--- config.mk ---
export PLATFORM = sky130hd
export DESIGN_NAME = dmem_ctrl
export DESIGN_NICKNAME = d
export VERILOG_FILES = /design/src/rtl/dmem_ctrl.sv
export SDC_FILE = /design/constraint.sdc
export NUM_CORES = 1
export LEC_CHECK = 0
export BUFFER_PORTS_ARGS = -buffer_cell sky130_fd_sc_hd__buf_2
export CAP_MARGIN = 5
export CORE_MARGIN = 2
export CORE_UTILIZATION = 40
export CTS_BUF_LIST = sky130_fd_sc_hd__clkbuf_8
export DETAILED_ROUTE_END_ITERATION = 6
export PLACE_DENSITY = 0.72
export SETUP_SLACK_MARGIN = 0.4
export SLEW_MARGIN = 40
export SYNTH_ARGS = -nofsm -noshare
export SYNTH_HDL_FRONTEND = slang
export SYNTH_SLANG_ARGS = --single-unit
--- constraint.sdc ---
create_clock -name clk -period 1.4 [get_ports clk]
set_input_delay 0.28 -clock clk [delete_from_list [all_inputs] [get_ports clk]]
set_output_delay 0.28 -clock clk [all_outputs]
set_load 0.02 [all_outputs]
--- src/rtl/dmem_ctrl.sv ---
// dmem_ctrl: MEM-stage data memory controller bridging the pipeline's
// load/store requests to a single-outstanding request/ack bus.
// Optional feature: define DMEM_ALIGN_CHECK_EN to reject misaligned
// accesses (mem_addr[1:0] != 0) without touching the bus and flag mem_err.
// Without the macro the low address bits are dropped and the access proceeds.
module dmem_ctrl #(
    parameter int ADDR_W  = 32,
    parameter int TIMEOUT = 255
) (
    input  logic              clk,
    input  logic              rst,
    input  logic              mem_ren,
    input  logic              mem_wen,
    input  logic [31:0]       mem_addr,
    input  logic [31:0]       mem_dout,
    output logic [31:0]       mem_din,
    output logic              mem_stall,
    output logic              bus_req,
    output logic              bus_we,
    output logic [ADDR_W-1:0] bus_addr,
    output logic [31:0]       bus_wdata,
    input  logic              bus_ack,
    input  logic [31:0]       bus_rdata,
    output logic              mem_err
);

    typedef enum logic [1:0] {
        IDLE = 2'd0,
        BUSY = 2'd1,
        DONE = 2'd2
    } state_t;

    // Counter value seen in the last BUSY cycle before giving up.
    localparam logic [7:0] TIMEOUT_LAST = 8'(TIMEOUT - 1);
    localparam logic [31:0] TIMEOUT_DATA = 32'hDEAD_BEEF;

    state_t      state_reg;
    state_t      state_next;
    logic [7:0]  wait_cnt_reg;
    logic        req;
    logic        misaligned_skip;
    logic        timeout_hit;

    assign req         = mem_ren | mem_wen;
    assign timeout_hit = (wait_cnt_reg == TIMEOUT_LAST);

`ifdef DMEM_ALIGN_CHECK_EN
    assign misaligned_skip = |mem_addr[1:0];
`else
    // Low address bits are intentionally ignored in this build.
    logic unused_addr_lo;
    assign unused_addr_lo  = ^mem_addr[1:0];
    assign misaligned_skip = 1'b0;
`endif

    // Stall covers the request cycle itself plus every cycle waiting on the bus.
    assign mem_stall = ((state_reg == IDLE) && req) || (state_reg == BUSY);

    // State register.
    always_ff @(posedge clk or negedge rst) begin
        if (!rst) begin
            state_reg <= IDLE;
        end else begin
            state_reg <= state_next;
        end
    end

    // Next-state logic; DONE always lasts one cycle so the pipeline advances.
    always_comb begin
        state_next = state_reg;
        case (state_reg)
            IDLE: begin
                if (req) begin
                    state_next = misaligned_skip ? DONE : BUSY;
                end
            end
            BUSY: begin
                if (bus_ack || timeout_hit) begin
                    state_next = DONE;
                end
            end
            DONE: begin
                state_next = IDLE;
            end
            default: begin
                state_next = IDLE;
            end
        endcase
    end

    // Bus-side registers, wait counter, load data and the sticky error flag.
    always_ff @(posedge clk or negedge rst) begin
        if (!rst) begin
            bus_req      <= 1'b0;
            bus_we       <= 1'b0;
            bus_addr     <= '0;
            bus_wdata    <= '0;
            mem_din      <= '0;
            mem_err      <= 1'b0;
            wait_cnt_reg <= '0;
        end else begin
            case (state_reg)
                IDLE: begin
                    if (req) begin
                        // A simultaneous load+store is ambiguous: run it as a
                        // store and flag it.
                        if (mem_ren && mem_wen) begin
                            mem_err <= 1'b1;
                        end
                        if (misaligned_skip) begin
                            mem_err <= 1'b1;
                        end else begin
                            // Address/data/direction latched here stay frozen
                            // for the whole bus cycle.
                            bus_req      <= 1'b1;
                            bus_we       <= mem_wen;
                            bus_addr     <= {mem_addr[ADDR_W-1:2], 2'b00};
                            bus_wdata    <= mem_dout;
                            wait_cnt_reg <= '0;
                        end
                    end
                end
                BUSY: begin
                    if (bus_ack) begin
                        bus_req <= 1'b0;
                        if (!bus_we) begin
                            mem_din <= bus_rdata;
                        end
                    end else if (timeout_hit) begin
                        bus_req <= 1'b0;
                        mem_err <= 1'b1;
                        if (!bus_we) begin
                            mem_din <= TIMEOUT_DATA;
                        end
                    end else begin
                        wait_cnt_reg <= wait_cnt_reg + 8'd1;
                    end
                end
                default: begin
                    // DONE: hold everything; requests and stray acks ignored.
                end
            endcase
        end
    end

endmodule
Word-level counts from Yosys, hierarchy flattened:

Cells that the tools add are included.

* $add $sub $neg: 1
* equal/unequal tests: 11
* muxes and demuxes: 20
* bitwise operators: 1
* reductions and logical operators: 13

Operators with widths (count)
* 32-bit two-way mux: 4
* 8-bit two-way mux: 3
* 8-bit one-hot mux with 2 select lines: 1
* 2-bit != test, second input constant: 6
* 8-bit by 1-bit adder with 8-bit output, second input constant: 1
* 8-bit equality test, second input constant: 1
* 4-bit AND reduction: 2
* 1-bit two-way mux: 7
* 5-bit AND reduction: 1
* 2-bit two-way mux: 2
* 2-bit by 1-bit != test with 1-bit output, second input constant: 2
* 1-bit one-hot mux with 2 select lines: 2
* 2-bit one-hot mux with 2 select lines: 1
* 2-bit AND reduction: 2
* 2-bit nonzero test: 2
* 3-bit != test, second input constant: 1
* 3-bit AND reduction: 1
* 2-bit by 1-bit equality test with 1-bit output, second input constant: 1
* 1-bit logical AND: 2
* 2-bit logical NOT: 1
* 1-bit logical OR: 2
* 1-bit OR: 1

* bits in registers: 107
* output and inout port bits: 100
* word-level logic and storage cells: 54

Longest topological paths before layout:

* word-level depth: 4
* gate-level depth with buffers: 7
* gate-level depth less buffers: 7

Least setup slack after synthesis:

No wires, ideal clock.

* kind: flip-flop to output port
* from: register state_reg[1]
* to: output mem_stall
* arrival: 1.261 ns
* slack: -0.141 ns
* cell stages (with the launch flop): 6
* buffers on the path: 2
* cells stage by stage: dfrtp_1 > nor2_1 > o21ai_1 > buf_2 > buf_2 > nand2_1

* word-level cells in the longest chain between the ends: 3

RTL lines
* start: declaration: line 37 `state_t state_reg;`
* start signal: assignment: line 64 `state_reg <= state_next;`
* 2-bit logical NOT: line 57 `assign mem_stall = ((state_reg == IDLE) && req) || (state_reg == BUSY);`
* 1-bit logical AND: line 57
* 1-bit logical OR *: line 57
* end: declaration: line 17 `output logic mem_stall,`

Mark *: on every way between the ends. The rest lies on a longest branch, timed or not.

Worst setup path after layout:

Same ends and word-level chain as after synthesis.

==> summary.md <==
| Metric | Value |
|---|---|
| Status | complete, but fails checks |
| Failing checks | negative setup slack |
| Critical Path AT | 1310 ps |
| Maximum VDD drop | 0.00144 V |
| Synth Warn # | 0 |
| Synth area leaders | dfrtp_1 65%, nand2_1 17%, o22a_1 5.5% |
| Drt first pass iters | 4 |
| CTS tree | built |
| MaxCap Viol Count | 0 |
| N_diodes | 0 |
| Port Buffer Count | 196 |
| Placed inst area | 5470 um2 |
| Maximum achievable frequency | 0.630 GHz |
| Vias/cell | 4.91 |
| Netlist cell types | 34 |
| Die height | 106 um |
| Remaining Overflow, GRT | 0 |
| FP Rows | 37 |
| Fin crit share | 113% |
| Setup TNS | -8420 ps |
| GRT met3 Usage | 7.61% |
| Synth top cells by count | 192 x nand2_1, 107 x dfrtp_1, 26 x o22a_1, 12 x buf_2, 8 x a22o_1 |
| Drt total wl | 15800 um |
| Top cell type's share of synthesized area | 64.7% |
| Layout cell share with drive strength beyond 1 | 63.5% |
| Seq cells post-synth | 107 |
| Die width | 106 um |
| Multiplexer share of the synthesized area | 0% |
| Area delta synth->final | 93.4% |
| Core box area | 10200 um2 |
| Vias in the first global route | 4158 |
| Initial DRC count | 236 |
| Global-route usage over all layers | 23.9% |
| CTS Buf Count | 9 |
| Adder-Cell Fraction of Synth Area | 0.604% |
| RSZ-0062 raised after global routing | true |
| Count leader, synth | nand2_1 |
| Final Instance Area | 8010 um2 |
| Num ports | 201 |
| Clk_lat worst skew | 380 ps |
| Crit path time final | 1590 ps |
| CP Max Fanout | 4 |
| Startpoint Class | flip-flop |
| Async SR Flop Fraction | 100% |
| Number of synthesized flops with an enable pin | 0 |
| Final net count | 841 |
| WP data required | 1120 ps |
| Met1 Usage GRT | 28.6% |
| Final HPWL DP | 7400 um |
| Final Hold Viols | 0 |
| XOR/XNOR Fraction of Synth Area | 0% |
| Top flop regs | bus_wdata x32, mem_din x32, bus_addr x30 |
| Die area | 11200 um2 |
| Post-synthesis simple-gate area fraction | 20.7% |
| Vias | 4315 |
| Largest family of logic cells by synthesized area | simple AND/OR/NAND/NOR gates |
| Gpl congestion | 0.751 |
| Reg clk slew, reported paths | 120 ps |
| Global Route met2 Usage | 40.3% |
| CP endpoint kind | output pin |
| Syn_area_per_cell | 10.2 um2 |
| Htree depth | 3 |
| Final setup fails | 104 |
| Final Max Slew Viols | 0 |
| Worst Hold Class | in -> reg |
| Gr busiest metal | met2 |
| Post-synthesis cell count | 406 |
| Initial antenna violation count | 0 |
| Largest net degree at the start of global routing | 62 |
| Longest Clk Path Bufs | 2 |
| Synth Flop Type | dfrtp_1 |
| Initial Utilization | 40.7% |
| Clk root buf | clkbuf_8 |
| Sequential cell area fraction in the yosys report | 64.7% |
| Yosys top cell by area | dfrtp_1 |
| Leak pwr | 0.00420 uW |
| Cell Area, Synth | 4140 um2 |
| First-pass GRT wire length | 20900 um |
| Crit path kind | reg -> out |
| Worst clock skew | 14.9 ps |
| Antenna viol nets, final | 0 |
| FILL cells | 595 |
| Pwr per Cell Area | 2600 nW/um2 |
| Synth Area in Compound Gates | 10.8% |
| DRC | 0 |
| R2r setup slk | -190 ps |
| Clock sink count | 107 |
| Final worst slack | -186 ps |
| Fin util | 78.6% |
| Avg WL per Cell | 17.9 um |
## stage by stage
stage               worst slack [ps]  total power, uW  std cells  hold slack [ps]
finish                          -186            20800        879             91.9
global placement                -137            11500        742              123
CTS                             -222            17700        818             66.9
floorplan                       -118             9460        407            -15.6
detailed placement              -185            11800        742              128
global route                    -255            21800        879             82.2
## worst paths after layout
path,startpoint,to,cells after the start
worst min-delay path,mem_addr[16],bus_addr[16],3
min in group asynchronous,rst,mem_din[20],2
max in group asynchronous,rst,bus_addr[22],3
worst max-delay path,state_reg[1],mem_stall,3
worst max register to register,state_reg[0],bus_addr[19],10
worst min register to register,bus_wdata[9],bus_wdata[9],2
## per-layer routing
layer	part of all wire, %	vias up
met2	53	177
met1	37	2113
met4	2.7	0
met5	0	-
met3	7.1	36
li1	-	1989
## layout by cell type, fill, tap and decap left out, types with 2 or more instances in the layout
cell	netlist	layout
o21ai_4	0	2
clkbuf_8	0	9
o21ai_0	5	2
conb_1	1	2
o21ai_2	1	3
ha_2	0	2
dfrtp_1	107	106
inv_6	0	2
a21oi_1	5	3
inv_1	4	3
buf_12	0	14
buf_2	12	97
clkinv_4	0	2
nand3_2	1	3
o21a_1	4	3
o22a_1	26	26
nand2_2	0	52
buf_4	4	116
nand3_1	6	4
clkinv_8	0	2
a21oi_2	0	2
nand4_1	2	2
nand2_4	0	40
and3_1	2	2
a21o_1	2	2
a22o_1	8	8
nor3_2	0	2
buf_16	0	8
clkbuf_16	0	2
nand2_1	192	100
buf_6	0	103
## worst max-delay path, stage by stage, from the launching register on
cell	delay (ps)
dfrtp_2	480
nand2b_1	230
nand2_1	110
buf_6	120
## cells by family (layout without fill, tap and decap cells)
group,Yosys count,count (layout)
AND/OR/NAND/NOR,213,213
flip-flops,107,107
adder cells (fa/ha/maj),2,2
buffers and inverters,26,362
AO/OA/AOI/OAI,57,57
other,1,2
## final cells by class
class / instances / area [um2] / area share (%)
clock buffers: 9 / 124 / 1.55
clock inverters: 7 / 78.8 / 0.984
inverters: 4 / 17.5 / 0.219
multi-input cells: 274 / 1850 / 23.1
flip-flops and latches: 107 / 2680 / 33.4
well taps: 136 / 170 / 2.12
repair buffers: 342 / 3090 / 38.6
## where the power goes
group	internal, uW	total (uW)	switching, uW
sequential	4510	5760	1250
clock	711	1940	1230
combinational	7140	13100	6010
## timing repair
item,CTS,global route
cloned,8,2
hold endpoints to repair,46,0
hold buffers,1,0
pin swaps,9,103
buffers inserted,51,59
gates resized for setup,228,143
endpoints found under the setup margin,205,205
Note: power is estimated with default switching activity, not from simulation.
